$ cat config.mk
export PLATFORM = sky130hd
export DESIGN_NAME = argmax_classifier
export DESIGN_NICKNAME = d
export VERILOG_FILES = /design/src/rtl/nn_pkg.sv /design/src/rtl/signed_max_cmp.sv /design/src/rtl/argmax_classifier.sv
export SDC_FILE = /design/constraint.sdc
export NUM_CORES = 1
export LEC_CHECK = 0
export BUFFER_PORTS_ARGS = -buffer_cell sky130_fd_sc_hd__buf_2
export CAP_MARGIN = 20
export CORE_MARGIN = 8
export CORE_UTILIZATION = 53
export DETAILED_ROUTE_END_ITERATION = 16
export GPL_TIMING_DRIVEN = 0
export PLACE_DENSITY_LB_ADDON = 0.05
export SYNTH_ARGS = -nofsm -noshare
export SYNTH_HDL_FRONTEND = slang
export SYNTH_HIERARCHICAL = 1
export SYNTH_SLANG_ARGS = --single-unit
$ cat constraint.sdc
create_clock -name clk -period 6.9 [get_ports clk]
set_input_delay 0 -clock clk [delete_from_list [all_inputs] [get_ports clk]]
set_output_delay 0 -clock clk [all_outputs]
set_load 0.05 [all_outputs]
$ cat src/rtl/nn_pkg.sv
// nn_pkg: shared widths, class count and classifier state encoding for the inference pipeline.
package nn_pkg;
    localparam int VALUE_W     = 26;
    localparam int FRAC_W      = 18;
    localparam int PIXEL_W     = 10;
    localparam int WEIGHT_W    = 19;
    localparam int NUM_CLASSES = 10;
    typedef enum logic [1:0] {IDLE, ACCUM, DONE} state_t;
endpackage

$ cat src/rtl/signed_max_cmp.sv
// signed_max_cmp: combinational signed maximum of two scored candidates; equal scores go to the lower index.
module signed_max_cmp
    import nn_pkg::*;
#(
    parameter int VALUE_W = nn_pkg::VALUE_W,
    parameter int IDX_W   = 4
) (
    input  logic [VALUE_W-1:0] a,
    input  logic [VALUE_W-1:0] b,
    input  logic [IDX_W-1:0]   a_idx,
    input  logic [IDX_W-1:0]   b_idx,
    output logic [VALUE_W-1:0] max_value,
    output logic [IDX_W-1:0]   max_idx
);
    logic take_b;
    assign take_b    = $signed(b) > $signed(a) || (b == a && b_idx < a_idx);
    assign max_value = take_b ? b : a;
    assign max_idx   = take_b ? b_idx : a_idx;
endmodule

$ cat src/rtl/argmax_classifier.sv
// argmax_classifier: streams NUM_CLASSES signed scores per frame and pulses out the index and value of the largest.
module argmax_classifier
    import nn_pkg::*;
#(
    parameter int NUM_CLASSES = nn_pkg::NUM_CLASSES,
    parameter int VALUE_W     = nn_pkg::VALUE_W,
    parameter int IDX_W       = 4
) (
    input  logic               clk,
    input  logic               GlobalReset,
    input  logic               clear,
    input  logic               in_valid,
    output logic               in_ready,
    input  logic [VALUE_W-1:0] in_value,
    output logic               out_valid,
    output logic [IDX_W-1:0]   class_idx,
    output logic [VALUE_W-1:0] max_value,
    output logic               busy
);
    localparam logic [IDX_W:0] LAST = (IDX_W+1)'(NUM_CLASSES - 1);
    state_t state, state_next;
    logic [IDX_W:0] count;
    logic [VALUE_W-1:0] run_max, cmp_value, win_value;
    logic [IDX_W-1:0] run_idx, cmp_idx, win_idx;
    logic xfer, last;
    signed_max_cmp #(.VALUE_W(VALUE_W), .IDX_W(IDX_W)) u_cmp (
        .a        (run_max),
        .b        (in_value),
        .a_idx    (run_idx),
        .b_idx    (count[IDX_W-1:0]),
        .max_value(cmp_value),
        .max_idx  (cmp_idx)
    );
    // clear discards a same-cycle beat, so it is folded into the transfer qualifier
    always_comb begin
        in_ready   = state != DONE;
        busy       = state == ACCUM;
        out_valid  = state == DONE;
        xfer       = in_valid && in_ready && !clear;
        last       = xfer && count == LAST;
        win_value  = state == IDLE ? in_value : cmp_value;
        win_idx    = state == IDLE ? '0 : cmp_idx;
        state_next = (state == DONE || clear) ? IDLE : last ? DONE : xfer ? ACCUM : state;
    end
    always_ff @(posedge clk) begin
        if (!GlobalReset) begin
            state     <= IDLE;
            count     <= '0;
            run_max   <= '0;
            run_idx   <= '0;
            class_idx <= '0;
            max_value <= '0;
        end else begin
            state <= state_next;
            if (state == DONE || clear)
                count <= '0;
            else if (xfer) begin
                count   <= count + 1'b1;
                run_max <= win_value;
                run_idx <= win_idx;
            end
            if (last) begin
                class_idx <= win_idx;
                max_value <= win_value;
            end
        end
    end
endmodule

# --- Word-level counts from Yosys, hierarchy flattened ---
# Index checks and enable logic that the tools add are counted.
classes:
  n_addsub: 1
  magnitude_cmp: 2
  n_eq_ne: 5
  mux: 6
  bitwise_logic: 2
  reduce_logical: 12
op_table:
  columns: ["op", "count"]
  rows:
  - ["26-bit two-way mux", 2]
  - ["26-bit == test", 1]
  - ["26-bit > comparator", 1]
  - ["4-bit two-way mux", 2]
  - ["5-bit by 1-bit adder with 5-bit output, second input constant", 1]
  - ["5-bit by 4-bit == test with 1-bit output, second input constant", 1]
  - ["1-bit logical AND", 4]
  - ["4-bit less-than comparator", 1]
  - ["2-bit two-way mux", 2]
  - ["3-bit OR reduction", 1]
  - ["2-bit by 1-bit == test with 1-bit output, second input constant", 1]
  - ["2-bit == test, second input constant", 1]
  - ["2-bit zero test", 1]
  - ["1-bit logical OR", 2]
  - ["2-bit inequality test, second input constant", 1]
  - ["1-bit inverter", 2]
  - ["2-bit AND reduction", 1]
  - ["2-bit nonzero test", 1]
  - ["2-bit OR reduction", 1]
  - ["1-bit zero test", 1]
totals:
  reg_bits: 67
  inputBits: 30
  output_inout_bits: 33
  elab_cells: 35

# --- Longest topological paths before layout ---
# Gate-level depths: netlist of the first run.
depth:
  depth_word: 5
  ltp_mapped: 12
  depth_no_buf: 11

# --- Hierarchy ---
# Netlist of the first run, hierarchy kept.
by_module_without_submodules:
  columns: ["mod", "n_inst", "cells_each", "area_each_um2", "seq_area_each_um2"]
  rows:
  - ["argmax_classifier", 1, 289, 2874.0, 1341.3]
  - ["signed_max_cmp", 1, 140, 1301.2, 0.0]

# --- Worst setup path after synthesis of the first run ---
# Ideal clock, no wire load.
synth_path:
  kind: "register to register"
  start: "register run_max[25]"
  end: "register max_value[16]"
  setup_ps: 119
  arrival_time_ps: 2599
  path_slack_ps: 4182
  stages_incl_launch_ff: 13
  path_buffers: 1
  cell_sequence: "dfxtp_1 > inv_1 > ha_1 > and4_4 > and2b_1 > a221oi_2 > a21oi_1 > and3b_4 > buf_12 > mux2_4 > nor2b_1 > o21ai_0 > o221a_2"
synth_between:
  elab_chain_cells: 5
  elab_cells_between_ends: 6
  classes_between: "order compare: 1; eq/ne: 1; mux: 2; reduce/logical: 2"
synth_lines:
  columns: ["item", "line_no", "rtl"]
  rows:
  - ["start, declared", "argmax_classifier.sv:23", "logic [VALUE_W-1:0] run_max, cmp_value, win_value;"]
  - ["start signal, assigned", "argmax_classifier.sv:59", "run_max <= win_value;"]
  - ["branches (longest 2 deep; another with 26-bit > comparator)", null, null]
  - ["1-bit logical OR *", "signed_max_cmp.sv:16", "assign take_b = $signed(b) > $signed(a) || (b == a && b_idx < a_idx);"]
  - ["26-bit two-way mux *", "signed_max_cmp.sv:17", "assign max_value = take_b ? b : a;"]
  - ["net cmp_value[16]", "argmax_classifier.sv:23", null]
  - ["26-bit two-way mux *", "argmax_classifier.sv:41", "win_value = state == IDLE ? in_value : cmp_value;"]
  - ["end signal, assigned", "argmax_classifier.sv:64", "max_value <= win_value;"]
  - ["end, declared", "argmax_classifier.sv:17", "output logic [VALUE_W-1:0] max_value,"]
# Mark *: on every way through the listed nets, which the timed path passes.
# A chain may end at the register's enable or synchronous reset.

# --- Worst setup path in the final report of the first run ---
layout_path:
  start: "register run_max[7]"
  end: "register max_value[17]"
# The elaborated chain is that of the path after synthesis.

==> results_dict.tcl, run 1 <==
set metrics [dict create \
    arrival_ns 3.27 \
    wl_per_cell_um 17.34 \
    htreeDepth 3 \
    grt_max_degree 12 \
    cts.clk_slew.worst_paths_ns 0.07 \
    intPower_w 0.0007275 \
    final_common_cell "dfxtp_1" \
    vias 3532 \
    critical_path_class "flop to flop" \
    drtAntennaViolNets 0 \
    fmax_ghz 0.3281 \
    areaGrowthSynthToFinish_pct 16.06 \
    cts_hold_buf 1 \
    finalCriticalPeriod_ns 3.047 \
    cts_resized 0 \
    fin_util_pct 63.04 \
    tightest_slew_ns 0.8507 \
    holdPathStages 4 \
    setup_viol 0 \
    drive_gt1_share_pct 28.99 \
    io_pins 63 \
    portBuffers 61 \
    fillers 695 \
    diodes 0 \
    grt_use_total_pct 19.10 \
    synth_top_cell_area_share_pct 32.12 \
    rrSetupSlack_ns 3.85 \
    cp.required_ns 7.13 \
    routed_wl_um 10560 \
    first_pass_iters 4 \
    rows 32 \
    min_to "count[4]" \
    rr_worst_depth 12 \
    dpl.hpwl_um 7638 \
    cp-start-kind "flop" \
    status "complete, no violations" \
    syn_nets 490 \
    grt_pass1_wl_um 17650 \
    fin_tns_setup_ns 0 \
    avgSynthCellArea_um2 9.733 \
    maxCapViolCount 0 \
    avgViaCountPerCell 5.800 \
    p_clk_share_pct 38.1 \
    reg2reg_from "run_max[7]" \
    grt_pass1_vias 3582 \
    crit_path_max_fanout 10 \
    synth_area_leaders "dfxtp_1, mux2_4, ha_1" \
    hp-class "input pin to flop" \
    clock_sinks 67 \
    cts_made_buffers 9 \
    nets 563 \
    ir_drop_mv 0.1219 \
    core-area_mm2 0.007687 \
    synth_top_area_cell "dfxtp_1" \
    ys_ff_latch 67 \
    mostFrequentLayoutCells "dfxtp_1, buf_2, o21ai_0" \
    clock_latency_ns 0.34 \
    switchingPower_w 0.0002609 \
    p_seq_share_pct 41.2 \
    cts_setup_buffers 0 \
    die_w_um 104.8 \
    pre_cts_ws_ns 3.882 \
    gp_congestion 0.7929 \
    drt-initial-drc-count 113 \
    antenna_found_initial 0 \
    p_comb_share_pct 20.7 \
    slew_headroom_pct 42.51 \
    die_area_mm2 0.01097 \
    yosys_warnings 6 \
    powerDensity_mw_per_mm2 204.0 \
    synth.cell_area_mm2 0.004175 \
    hold_viol 0 \
    worstSetupEndpointType "flop" \
    worstHoldStart "clear" \
    cts_tree "built" \
    drc 0 \
    fin_skew_ns 0.01234 \
    overflow 0 \
    start_util_pct 54.31 \
    die_height_um 104.8 \
    clk_path_buf_depth 2 \
    ys_types 51 \
    syn_inst 429 \
    period_share_pct 44.17 \
    swShare_pct 26.39 \
    rsz0062_at_grt "no" \
    leakage_nw 2.302 \
    reg2reg_to "max_value[17]" \
    fin_ws_ns 3.853 \
    yosysSeqAreaShare_pct 32.12 \
    slew_viol_final 0 \
    clockRootBuffer "clkbuf_8" \
]
[state kept, by name, summed over array words and instances (netlist names)]
name	count
class_idx	4
count	5
max_value	26
run_idx	4
run_max	26
state	2
[cell usage after synthesis, drive strengths merged]
cell,count
dfxtp,67
o21ai,38
inv,34
ha,31
mux2,30
nor2b,29
nor3,29
o211a,26
o221a,26
clkbuf,20
buf,14
a21oi,12
nand2,9
a21boi,8
nand3,8
nand4,8
a211oi,4
nand2b,4
nor2,4
o31ai,4
and4,3
nand3b,3
mux2i,2
nor4,2
o21bai,2
a2111oi,1
a211o,1
a221oi,1
a31o,1
a32oi,1
and2b,1
and3b,1
nand4b,1
nand4bb,1
nor4bb,1
or3,1
xnor2,1
[cell type report]
class                   count  area [µm²]  area share, %
plain buffers              34       209.0          4.312
well taps                 102       127.6          2.634
multi-input cells         294        2495          51.48
inverters                  34       130.1          2.685
flip-flops and latches     67        1341          27.68
repair buffers             62       315.3          6.507
clock buffers              12       155.1          3.202
clock inverters             4       72.57          1.498
[through the flow]
step / hold WS [ns] / power [W] / area, µm² / instances
floorplan: 0.1368 / 0.0005711 / 4175 / 429
global placement: 0.3154 / 0.0006124 / 4608 / 592
detailed placement: 0.3215 / 0.0006179 / 4608 / 592
CTS: 0.02977 / 0.0009970 / 4846 / 609
global route: 0.05684 / 0.001031 / 4846 / 609
finish: 0.06026 / 0.0009884 / 4846 / 609
[power groups by stage]
stage,Sequential (W),Combinational (W),Clock [W]
after detailed placement,0.000416,0.000202,0
after global routing,0.000408,0.000224,0.000400
after floorplan,0.000413,0.000158,0
after CTS,0.000407,0.000204,0.000386
final,0.000407,0.000205,0.000377
after global placement,0.000415,0.000198,0
[critical path: stages (launching register included)]
cell	delay (ns)
dfxtp_1	0.35
inv_1	0.05
ha_1	0.30
a211oi_1	0.24
o21bai_1	0.13
a2111oi_1	0.40
a211o_1	0.17
and3b_4	0.27
buf_12	0.17
mux2_4	0.30
nor2b_1	0.11
o21ai_0	0.16
o221a_2	0.30
[cell families after synthesis]
group                    after synthesis  share of synthesized area (%)
buffers and inverters                 68                          8.121
XOR/XNOR                               1                         0.2098
flip-flops                            67                          32.12
multiplexers                          32                          11.27
AO/OA/AOI/OAI                        125                          23.79
adder cells (fa/ha/maj)               31                          9.290
AND/OR/NAND/NOR                      105                          15.19
[routing by layer]
layer / vias to the layer above / wire, µm / GRT usage [%]
li1: 1732 / - / -
met1: 1721 / 5152 / 24.54
met2: 64 / 4874 / 31.31
met3: 15 / 370 / 3.194
met4: 0 / 161 / 7.136
met5: - / 0 / 0
[how the worst max path moves through the flow]
stage                 from            end  slack [ns]  cells after the start
2_1_floorplan  run_max[25]  max_value[16]        4.18                     12
3_3_place_gp    run_max[7]  max_value[17]        3.94                     12
3_5_place_dp    run_max[7]  max_value[25]        3.88                     12
4_1_cts         run_max[7]  max_value[17]        3.86                     12
5_1_grt         run_max[7]   max_value[9]        3.70                     12
6_report        run_max[7]  max_value[17]        3.85                     12
(Power assumes the default switching activity.)
==> run 2: changes to the inputs <==
clock period = 3 ns   (was 6.9 ns; I/O delays follow)
==> run 2 against run 1 <==
Clock power grew 130%. First-iteration DRC count fell by 27%. Combinational power rose to 2.8 times the previous value. Critical endpoint unchanged. Largest power group unchanged. Highest routed layer unchanged.
==> results_dict.tcl, run 2 (same netlist as run 1, synthesis figures left out) <==
set metrics [dict create \
    clk_path_buf_depth 2 \
    grt_pass1_wl_um 17640 \
    portBuffers 61 \
    cts.clk_slew.worst_paths_ns 0.07 \
    holdPathStages 4 \
    critical_path_class "flop to flop" \
    fmax_ghz 0.3417 \
    p_comb_share_pct 23.7 \
    start_util_pct 54.31 \
    reg2reg_to "max_value[17]" \
    finalCriticalPeriod_ns 2.926 \
    fin_ws_ns 0.07354 \
    drc 0 \
    core-area_mm2 0.007687 \
    io_pins 63 \
    min_to "count[3]" \
    mostFrequentLayoutCells "buf_2, dfxtp_1, inv_1" \
    cp_cell_sequence "inv_1, ha_4, a211oi_2, o21bai_1, a2111oi_2, a211o_1, and3b_4, clkbuf_16, mux2_4, nor2b_2, o21ai_2, o221a_2" \
    drive_gt1_share_pct 38.95 \
    crit_path_max_fanout 5 \
    grt_max_degree 12 \
    setup_viol 0 \
    rr_worst_depth 12 \
    cp-start-kind "flop" \
    grt_pass1_vias 3582 \
    cp_slowest_cell "a2111oi_2" \
    rsz0062_at_grt "yes" \
    htreeDepth 3 \
    rows 32 \
    hold_viol 0 \
    vias 3667 \
    overflow 0 \
    ir_drop_mv 0.2879 \
    areaGrowthSynthToFinish_pct 24.03 \
    cts_tree "built" \
    status "complete, no violations" \
    first_pass_iters 4 \
    clock_latency_ns 0.34 \
    wl_per_cell_um 18.03 \
    maxCapViolCount 0 \
    drtAntennaViolNets 0 \
    arrival_ns 3.16 \
    worstHoldStart "clear" \
    avgViaCountPerCell 5.934 \
    p_clk_share_pct 36.8 \
    nets 572 \
    hp-class "input pin to flop" \
    reg2reg_from "run_max[7]" \
    die_area_mm2 0.01097 \
    die_height_um 104.8 \
    worstSetupEndpointType "flop" \
    routed_wl_um 11140 \
    slew_viol_final 0 \
    antenna_found_initial 0 \
    top_regs "max_value: 26 flops, run_max: 26 flops, count: 5 flops" \
    clock_sinks 67 \
    drt-initial-drc-count 82 \
    fin_skew_ns 0.01206 \
    period_share_pct 97.55 \
    final_common_cell "buf_2" \
    switchingPower_w 0.0006450 \
    rrSetupSlack_ns 0.07 \
    cp.required_ns 3.23 \
    grt_use_total_pct 19.09 \
    cts_made_buffers 9 \
    tightest_slew_ns 0.8465 \
    die_w_um 104.8 \
    critPathMaxStageDelay_ns 0.39 \
    leakage_nw 2.386 \
    swShare_pct 27.11 \
    p_seq_share_pct 39.4 \
    pre_cts_ws_ns -0.01818 \
    intPower_w 0.001734 \
    gp_congestion 0.7929 \
    powerDensity_mw_per_mm2 459.4 \
    diodes 0 \
    power_w 0.002379 \
    dpl.hpwl_um 7638 \
    clockRootBuffer "clkbuf_8" \
    slew_headroom_pct 42.80 \
]
## run 2: metrics by stage
| stage | utilization (%) | hold slack [ns] | TNS (ns) | std cells | area (µm²) |
|---|---|---|---|---|---|
| final | 67.37 | 0.05784 | 0 | 618 | 5179 |
| after global routing | 67.37 | 0.05682 | -0.4082 | 618 | 5179 |
| after CTS | 63.10 | 0.02977 | 0 | 609 | 4851 |
| after detailed placement | 59.94 | 0.3215 | -0.02846 | 592 | 4608 |
| after global placement | 59.94 | 0.3154 | 0 | 592 | 4608 |
| after floorplan | - | 0.1368 | 0 | 429 | 4175 |
## run 2: layout make-up
class	count	area, µm²
buffer	34	209.0
inverter	34	130.1
fill	658	2509
clock inverter	4	72.57
multi-input combinational	294	2705
tap	102	127.6
clock buffer	12	155.1
timing repair buffer	71	417.9
sequential	67	1361
## run 2: per-layer routing
layer / global-route usage, % / part of all wire (%) / vias to the layer above
li1: - / - / 1756
met3: 3.194 / 4.1 / 17
met4: 7.136 / 1.8 / 0
met2: 31.31 / 46 / 84
met5: 0 / 0 / -
met1: 24.51 / 48 / 1810
## run 2: worst max-delay path: cells and delay by family, from the launching register on
kind,cells,cell delay (ns)
DFF,1,0.35
muxes,1,0.30
adders and majority gates,1,0.24
buffers and inverters,2,0.27
and+or+nand+nor,2,0.44
AOI/OAI and AO/OA,6,1.24
## run 2: power groups by stage
stage	registers, W	clock network (W)	logic, W
2_1_floorplan	0.000951	0	0.000363
3_3_place_gp	0.000954	0	0.000454
3_5_place_dp	0.000956	0	0.000465
4_1_cts	0.000935	0.000888	0.000471
5_1_grt	0.000941	0.000919	0.000607
6_report	0.000939	0.000876	0.000564
## run 2: repair_timing
item,in CTS,in global routing
hold buffers,1,0
gates resized for setup,1,68
setup buffers,0,7
gates cloned,0,2
pin swaps,1,22
hold endpoints to repair,3,0
setup endpoints to repair,7,46
## run 2: worst max-delay path by stage
stage                     slack, ns            end        start
after floorplan                0.28  max_value[16]  run_max[25]
after global placement         0.04  max_value[17]   run_max[7]
after detailed placement      -0.02  max_value[25]   run_max[7]
after CTS                     0.001  max_value[17]   run_max[7]
after global routing          -0.05   max_value[9]   run_max[9]
final                          0.07  max_value[17]   run_max[7]
